$ cat src/rtl/hack_rom_loader.sv
// Hack ROM loader: owns the ROM write port, holds the CPU in reset during HPS downloads,
// optionally zero-fills the unused ROM tail, and turns the OSD reset into a timed CPU reset.
// Latency: download word reaches rom_we/rom_addr/rom_din one cycle after ioctl_wr.
// Backpressure: ioctl_wait is raised only while the zero fill runs. With the
// HACK_ROM_ZERO_FILL_EN macro undefined, there is no fill and ioctl_wait stays 0.
module hack_rom_loader #(
  parameter int ADDR_W      = 15,
  parameter int HOLD_CYCLES = 16
) (
  input  logic              clk_sys,
  input  logic              reset_n,
  input  logic              ioctl_download,
  input  logic              ioctl_wr,
  input  logic [24:0]       ioctl_addr,
  input  logic [15:0]       ioctl_dout,
  output logic              ioctl_wait,
  input  logic              user_reset,
  output logic              rom_we,
  output logic [ADDR_W-1:0] rom_addr,
  output logic [15:0]       rom_din,
  output logic              cpu_reset,
  output logic              loaded,
  output logic              overflow,
  output logic [ADDR_W:0]   words_loaded
);

  // Counter only needs to reach HOLD_CYCLES-1; the exit happens on that value.
  localparam int CNT_W = (HOLD_CYCLES > 1) ? $clog2(HOLD_CYCLES) : 1;
  localparam logic [CNT_W-1:0]  HOLD_LAST = CNT_W'(HOLD_CYCLES - 1);
  localparam logic [ADDR_W:0]   DEPTH     = (ADDR_W + 1)'(1) << ADDR_W;

  typedef enum logic [1:0] {
    HOLD = 2'd0,
    RUN  = 2'd1,
    LOAD = 2'd2,
    FILL = 2'd3
  } state_t;

  state_t           state;
  logic [CNT_W-1:0] hold_cnt;
`ifdef HACK_ROM_ZERO_FILL_EN
  logic [ADDR_W:0]  fill_addr;
`endif

  logic [ADDR_W-1:0] word_idx;
  logic              in_range;
  logic [ADDR_W:0]   idx_end;
  logic [ADDR_W:0]   wl_next;

  // Byte address to word index; any bit above the ROM word range marks the write as out of range.
  assign word_idx = ioctl_addr[ADDR_W:1];
  assign in_range = ((ioctl_addr >> (ADDR_W + 1)) == 25'd0);
  assign idx_end  = {1'b0, word_idx} + (ADDR_W + 1)'(1);

  // High-water mark including a write accepted this cycle, so FILL starts past the last word.
  always_comb begin
    wl_next = words_loaded;
    if (ioctl_wr && in_range && (idx_end > words_loaded)) begin
      wl_next = idx_end;
    end
  end

  // Controller FSM with all outputs registered.
  always_ff @(posedge clk_sys or negedge reset_n) begin
    if (!reset_n) begin
      state        <= HOLD;
      hold_cnt     <= '0;
      rom_we       <= 1'b0;
      rom_addr     <= '0;
      rom_din      <= '0;
      cpu_reset    <= 1'b1;
      ioctl_wait   <= 1'b0;
      loaded       <= 1'b0;
      overflow     <= 1'b0;
      words_loaded <= '0;
`ifdef HACK_ROM_ZERO_FILL_EN
      fill_addr    <= '0;
`endif
    end else begin
      rom_we <= 1'b0;
      case (state)
        HOLD: begin
          cpu_reset <= 1'b1;
          if (ioctl_download) begin
            state        <= LOAD;
            words_loaded <= '0;
            overflow     <= 1'b0;
          end else if (user_reset) begin
            // A held request keeps re-arming the hold period.
            hold_cnt <= '0;
          end else if (hold_cnt == HOLD_LAST) begin
            state     <= RUN;
            cpu_reset <= 1'b0;
          end else begin
            hold_cnt <= hold_cnt + 1'b1;
          end
        end

        RUN: begin
          if (ioctl_download) begin
            state        <= LOAD;
            cpu_reset    <= 1'b1;
            words_loaded <= '0;
            overflow     <= 1'b0;
          end else if (user_reset) begin
            state     <= HOLD;
            hold_cnt  <= '0;
            cpu_reset <= 1'b1;
          end
        end

        LOAD: begin
          cpu_reset <= 1'b1;
          // A write coincident with the download fall is still committed here.
          if (ioctl_wr) begin
            if (in_range) begin
              rom_we   <= 1'b1;
              rom_addr <= word_idx;
              rom_din  <= ioctl_dout;
            end else begin
              overflow <= 1'b1;
            end
          end
          words_loaded <= wl_next;
          if (!ioctl_download) begin
            loaded <= 1'b1;
`ifdef HACK_ROM_ZERO_FILL_EN
            state      <= FILL;
            fill_addr  <= wl_next;
            ioctl_wait <= 1'b1;
`else
            state    <= HOLD;
            hold_cnt <= '0;
`endif
          end
        end

`ifdef HACK_ROM_ZERO_FILL_EN
        FILL: begin
          cpu_reset <= 1'b1;
          if (ioctl_download) begin
            // New image supersedes the partial fill.
            state        <= LOAD;
            ioctl_wait   <= 1'b0;
            words_loaded <= '0;
            overflow     <= 1'b0;
          end else if (fill_addr == DEPTH) begin
            // Every tail word written (or none needed): release HPS and time the CPU reset.
            state      <= HOLD;
            hold_cnt   <= '0;
            ioctl_wait <= 1'b0;
          end else begin
            rom_we    <= 1'b1;
            rom_addr  <= fill_addr[ADDR_W-1:0];
            rom_din   <= '0;
            fill_addr <= fill_addr + (ADDR_W + 1)'(1);
          end
        end
`endif

        default: begin
          state      <= HOLD;
          hold_cnt   <= '0;
          cpu_reset  <= 1'b1;
          ioctl_wait <= 1'b0;
        end
      endcase
    end
  end

endmodule

$ cat config.mk
export PLATFORM = sky130hd
export DESIGN_NAME = hack_rom_loader
export DESIGN_NICKNAME = d
export VERILOG_FILES = /design/src/rtl/hack_rom_loader.sv
export SDC_FILE = /design/constraint.sdc
export NUM_CORES = 1
export LEC_CHECK = 0
export ABC_AREA = 1
export BUFFER_PORTS_ARGS = -buffer_cell sky130_fd_sc_hd__buf_2
export CAP_MARGIN = 5
export CORE_ASPECT_RATIO = 1.4
export CORE_MARGIN = 5
export CORE_UTILIZATION = 45
export CTS_CLUSTER_SIZE = 28
export DETAILED_ROUTE_END_ITERATION = 10
export PLACE_DENSITY = 0.72
export SETUP_SLACK_MARGIN = 0.05
export SLEW_MARGIN = 15
export SYNTH_ARGS = -nofsm -noshare
export SYNTH_HDL_FRONTEND = slang
export SYNTH_SLANG_ARGS = --single-unit
$ cat constraint.sdc
create_clock -name clk_sys -period 4.9 [get_ports clk_sys]
set_input_delay 0.245 -clock clk_sys [delete_from_list [all_inputs] [get_ports clk_sys]]
set_output_delay 0.245 -clock clk_sys [all_outputs]
set_load 0.02 [all_outputs]
Yosys cells after proc, flatten, opt, wreduce, memory -nomap -nowiden:

Index checks and enable logic that the tools add are counted.

* $add $sub $neg: 2
* order comparisons: 1
* equality and inequality tests: 15
* multiplexer cells: 30
* bitwise logic cells: 1
* reductions and logical operators: 12

Operator list (number)
* $mux 16: 2
* $pmux 16 s2: 1
* $logic_not 25->1: 1
* $mux 4: 6
* $add 15x1->16 const B: 1
* $gt 16x16->1: 1
* $ne 2x2->1 const B: 7
* $mux 2: 6
* $ne 3x3->1 const B: 4
* $pmux 4 s3: 1
* $mux 1: 11
* $reduce_and 4->1: 2
* $pmux 2 s3: 1
* $reduce_and 3->1: 2
* $reduce_and 5->1: 1
* $add 4x1->4 const B: 1
* $eq 4x4->1 const B: 1
* $pmux 1 s2: 2
* $eq 2x1->1 const B: 1
* $eq 2x2->1 const B: 1
* $logic_and 1x1->1: 2
* $logic_not 2->1: 1
* $ne 2x1->1 const B: 1
* $reduce_and 2->1: 1
* 3 further kinds: 3

* register bits after elaboration: 57

Depth between registers and ports, before layout:

* depth after elaboration: 5
* gate-level depth with buffers: 20
* gate-level depth less buffers: 19

Worst setup path before layout:

No wires, ideal clock.

* path type: input port to flip-flop
* start: in ioctl_addr[1]
* end: reg words_loaded[10]
* setup time: 117 ps
* arrival time: 2162 ps
* data required time: 4783 ps
* slack: 2621 ps
* stages on the path: 19
* path buffers: 1
* cells stage by stage: ha_1 nand2_1 nor2_2 nand3_1 nor2_1 nand2_1 nand2_1 inv_1 ha_1 nand2_1 nor2_1 nand2_1 nor2_1 nor2_2 nand2_2 nand2_4 buf_6 nand2_1 nand2_1

* longest elaborated chain between the ends: 5

RTL lines
* start: declaration: line 14 `input logic [24:0] ioctl_addr,`
* $add 15x1->16 *: line 53 `assign idx_end = {1'b0, word_idx} + (ADDR_W + 1)'(1);`
* $gt 16x16->1: line 58 `if (ioctl_wr && in_range && (idx_end > words_loaded)) begin`
* $logic_and 1x1->1: line 58
* $ne 2x2->1 (no source line)
* $reduce_and 3->1 (no source line)
* end signal: assignment: line 124 `words_loaded <= wl_next;`
* end: declaration: line 24 `output logic [ADDR_W:0] words_loaded`

Mark *: on every way between the ends. The rest lies on a longest branch, timed or not. The select of a mux whose other input is x is not followed.
A chain may end at the register's enable or synchronous reset.

Final worst setup path:

* start: in ioctl_addr[3]
* end: reg words_loaded[2]

Same word-level chain as after synthesis.

==> flow_summary.json <==
{
  "final-setup-viol-count": 0,
  "diodes": 0,
  "rr_worst_depth": 9,
  "start_util_pct": 45.9,
  "synthDominantCellAreaShare_pct": 44.3,
  "rows": 36,
  "grt_use_total_pct": 18.9,
  "holdWs_ps": 38.5,
  "critPathBufInv": 3,
  "cts_tree": "yes",
  "max_stage_delay_ps": 340,
  "synth-seq-cells": 57,
  "drt_pass1_iterations": 5,
  "post_cts_buffers": 0,
  "fp.dieW_microns": 80.9,
  "drive_gt1_share_pct": 23.7,
  "wire_per_inst_microns": 12.1,
  "cts.sinks": 57,
  "finalHoldViolations": 0,
  "ctsResizeCount": 0,
  "min_path_type": "in -> async",
  "critPathArrivalTime_ps": 2830,
  "cp-start-kind": "input port",
  "required_ps": 5130,
  "cts_buffers": 9,
  "synthCells": 421,
  "period_share_pct": 53.1,
  "synthesis.nets": 485,
  "ir_worst_vdd_uv": 192,
  "grt_max_degree": 58,
  "crit_type": "in -> reg",
  "avgSynthCellArea_sq_um": 7.52,
  "cts_max_level": 3,
  "gp_congestion": 0.902,
  "synth_area_leaders": "dfrtp_1 44%, nand2_1 18%, ha_1 7.1%, inv_1 6.9%, nor2_1 4.4%",
  "io_buffer_count": 95,
  "drt_iter0_markers": 118,
  "netlist_area_sq_um": 3170,
  "cp_common_cell": "nand2_1",
  "post-route-util_pct": 56.8,
  "coreArea_sq_um": 6890,
  "setup.worst_path.start": "ioctl_addr[3]",
  "path_clk_slew_ps": 60,
  "tns_ps": 0,
  "synth_cell_types": 29,
  "yosys_warnings": 0,
  "nNetsFinal": 582,
  "max_cap_viol_count": 0,
  "grt_antenna_before_repair": 0,
  "slew-limit-headroom_pct": 52.7,
  "vias": 2955,
  "power_density_nw_per_um2": 315,
  "drv_slew": 0,
  "tightest_slew_ps": 709,
  "cts_root_buf": "clkbuf_8",
  "r2r_slack_ps": 2720,
  "critical_path.cell_chain": "buf_2 > inv_1 > nor3_2 > nand2_1 > nor2_2 > xor2_1 > inv_1 > ha_1 > nand2_1 > nand2_1 > nand3_1 > nand2_1 > a21oi_1 > nand2_1 > nand2_2 > nand2_4 > nand2_1 > nand2_1",
  "dieArea_sq_um": 8840,
  "die_h_microns": 109,
  "grt_pass1_wl_microns": 12900,
  "cp_top_family": "simple AND/OR/NAND/NOR gates",
  "yosysTopAreaCell": "dfrtp_1",
  "rsz0062_at_grt": "false",
  "r2r-start": "state[0]",
  "p_leak_nw": 2.28,
  "finClkSkew_ps": 7.33,
  "run_status": "complete, no violations",
  "grt_pass1_vias": 3024,
  "layout_commonest_cell": "nand2_1",
  "place.detailed.hpwl_microns": 5720,
  "final_cell_mix": "150 x nand2_1, 95 x buf_2, 58 x inv_1",
  "critPathMaxFanout": 17,
  "ant_nets": 0,
  "r2r-end": "words_loaded[2]",
  "areaGrowthSynthToFinish_pct": 23.6,
  "hold_buffers": 0,
  "num_io_pins": 98,
  "seq_area_frac_synth_pct": 45.1,
  "clkLatencyLatePin_ps": 340,
  "grt_overflow": 0,
  "cts_buffer_depth": 2,
  "finalCriticalPeriod_ps": 2600,
  "via_per_inst": 4.78,
  "cp_slowest_cell": "nor3_2",
  "end_kind": "flop",
  "remaining_drc_errors": 0,
  "totalWireLength_microns": 7470,
  "fmax_mhz": 384
}
==> power breakdown <==
part | total (mW) | internal (mW) | switching, mW
clock | 0.430 | 0.244 | 0.185
sequential | 0.532 | 0.504 | 0.0279
combinational | 0.269 | 0.0972 | 0.172
==> layer usage <==
metal	wire, microns	global-route usage (%)	part of all wire, %
met1	3050	20.6	41
met3	706	7.27	9.4
met2	3550	31.8	47
met5	0	0	0
met4	170	9.18	2.3
==> logic make-up after synthesis <==
family	share of synthesized area, %
AOI/OAI and AO/OA	4.90
other	0.118
DFF	45.1
adders and majority gates	7.11
xor gates and xnor gates	2.21
and+or+nand+nor	31.8
buffers and inverters	8.74
==> flip-flops by register name, summed over array words and instances (netlist names) <==
| register | flops |
|---|---|
| rom_we | 1 |
| cpu_reset | 1 |
| overflow | 1 |
| words_loaded | 16 |
| loaded | 1 |
| rom_din | 16 |
| rom_addr | 15 |
| hold_cnt | 4 |
| state | 2 |
==> layout make-up <==
class / instances / area, sq um
flip-flops and latches: 57 / 1430
repair buffers: 96 / 483
clock inverters: 6 / 57.6
fillers: 672 / 2980
clock buffers: 10 / 138
well taps: 95 / 119
multi-input cells: 294 / 1460
inverters: 60 / 225
==> metrics by stage <==
step           instance area (sq um)  setup WS, ps  std cells  total power, mW
3_3_place_gp                    3720          2030        602            0.803
3_5_place_dp                    3720          1980        602            0.812
6_report                        3910          2300        618             1.23
2_1_floorplan                   3170          2620        421            0.714
5_1_grt                         3910          1970        618             1.31
4_1_cts                         3910          2340        618             1.25
==> worst max path at each step <==
| stage | end | slack [ps] | depth (start not counted) |
|---|---|---|---|
| after CTS | words_loaded[2] | 2340 | 18 |
| after global placement | words_loaded[2] | 2030 | 18 |
| after global routing | words_loaded[3] | 1970 | 18 |
| after floorplan | words_loaded[10] | 2620 | 19 |
| after detailed placement | words_loaded[2] | 1980 | 19 |
| final | words_loaded[2] | 2300 | 18 |
==> worst reg2reg max path, stage by stage (launching register included) <==
cell and delay, ps:
dfrtp_1 390, inv_1 120, nand2_4 160, nor2_4 170, nand3_4 380, nor2_2 230, nand2_2 260, nand2_4 260
nand2_1 80, nand2_1 70
==> Yosys cell counts, drive strengths merged <==
master	instances
dfstp	1
o21bai	1
xor2	8
clkinv	1
nor3	10
o21ai	18
a21o	1
nand3	26
nand2	153
inv	59
dfrtp	56
buf	5
nand4	7
ha	18
conb	1
clkbuf	5
nor2	41
a21oi	10
No activity file was read; power rests on OpenSTA's default activity.
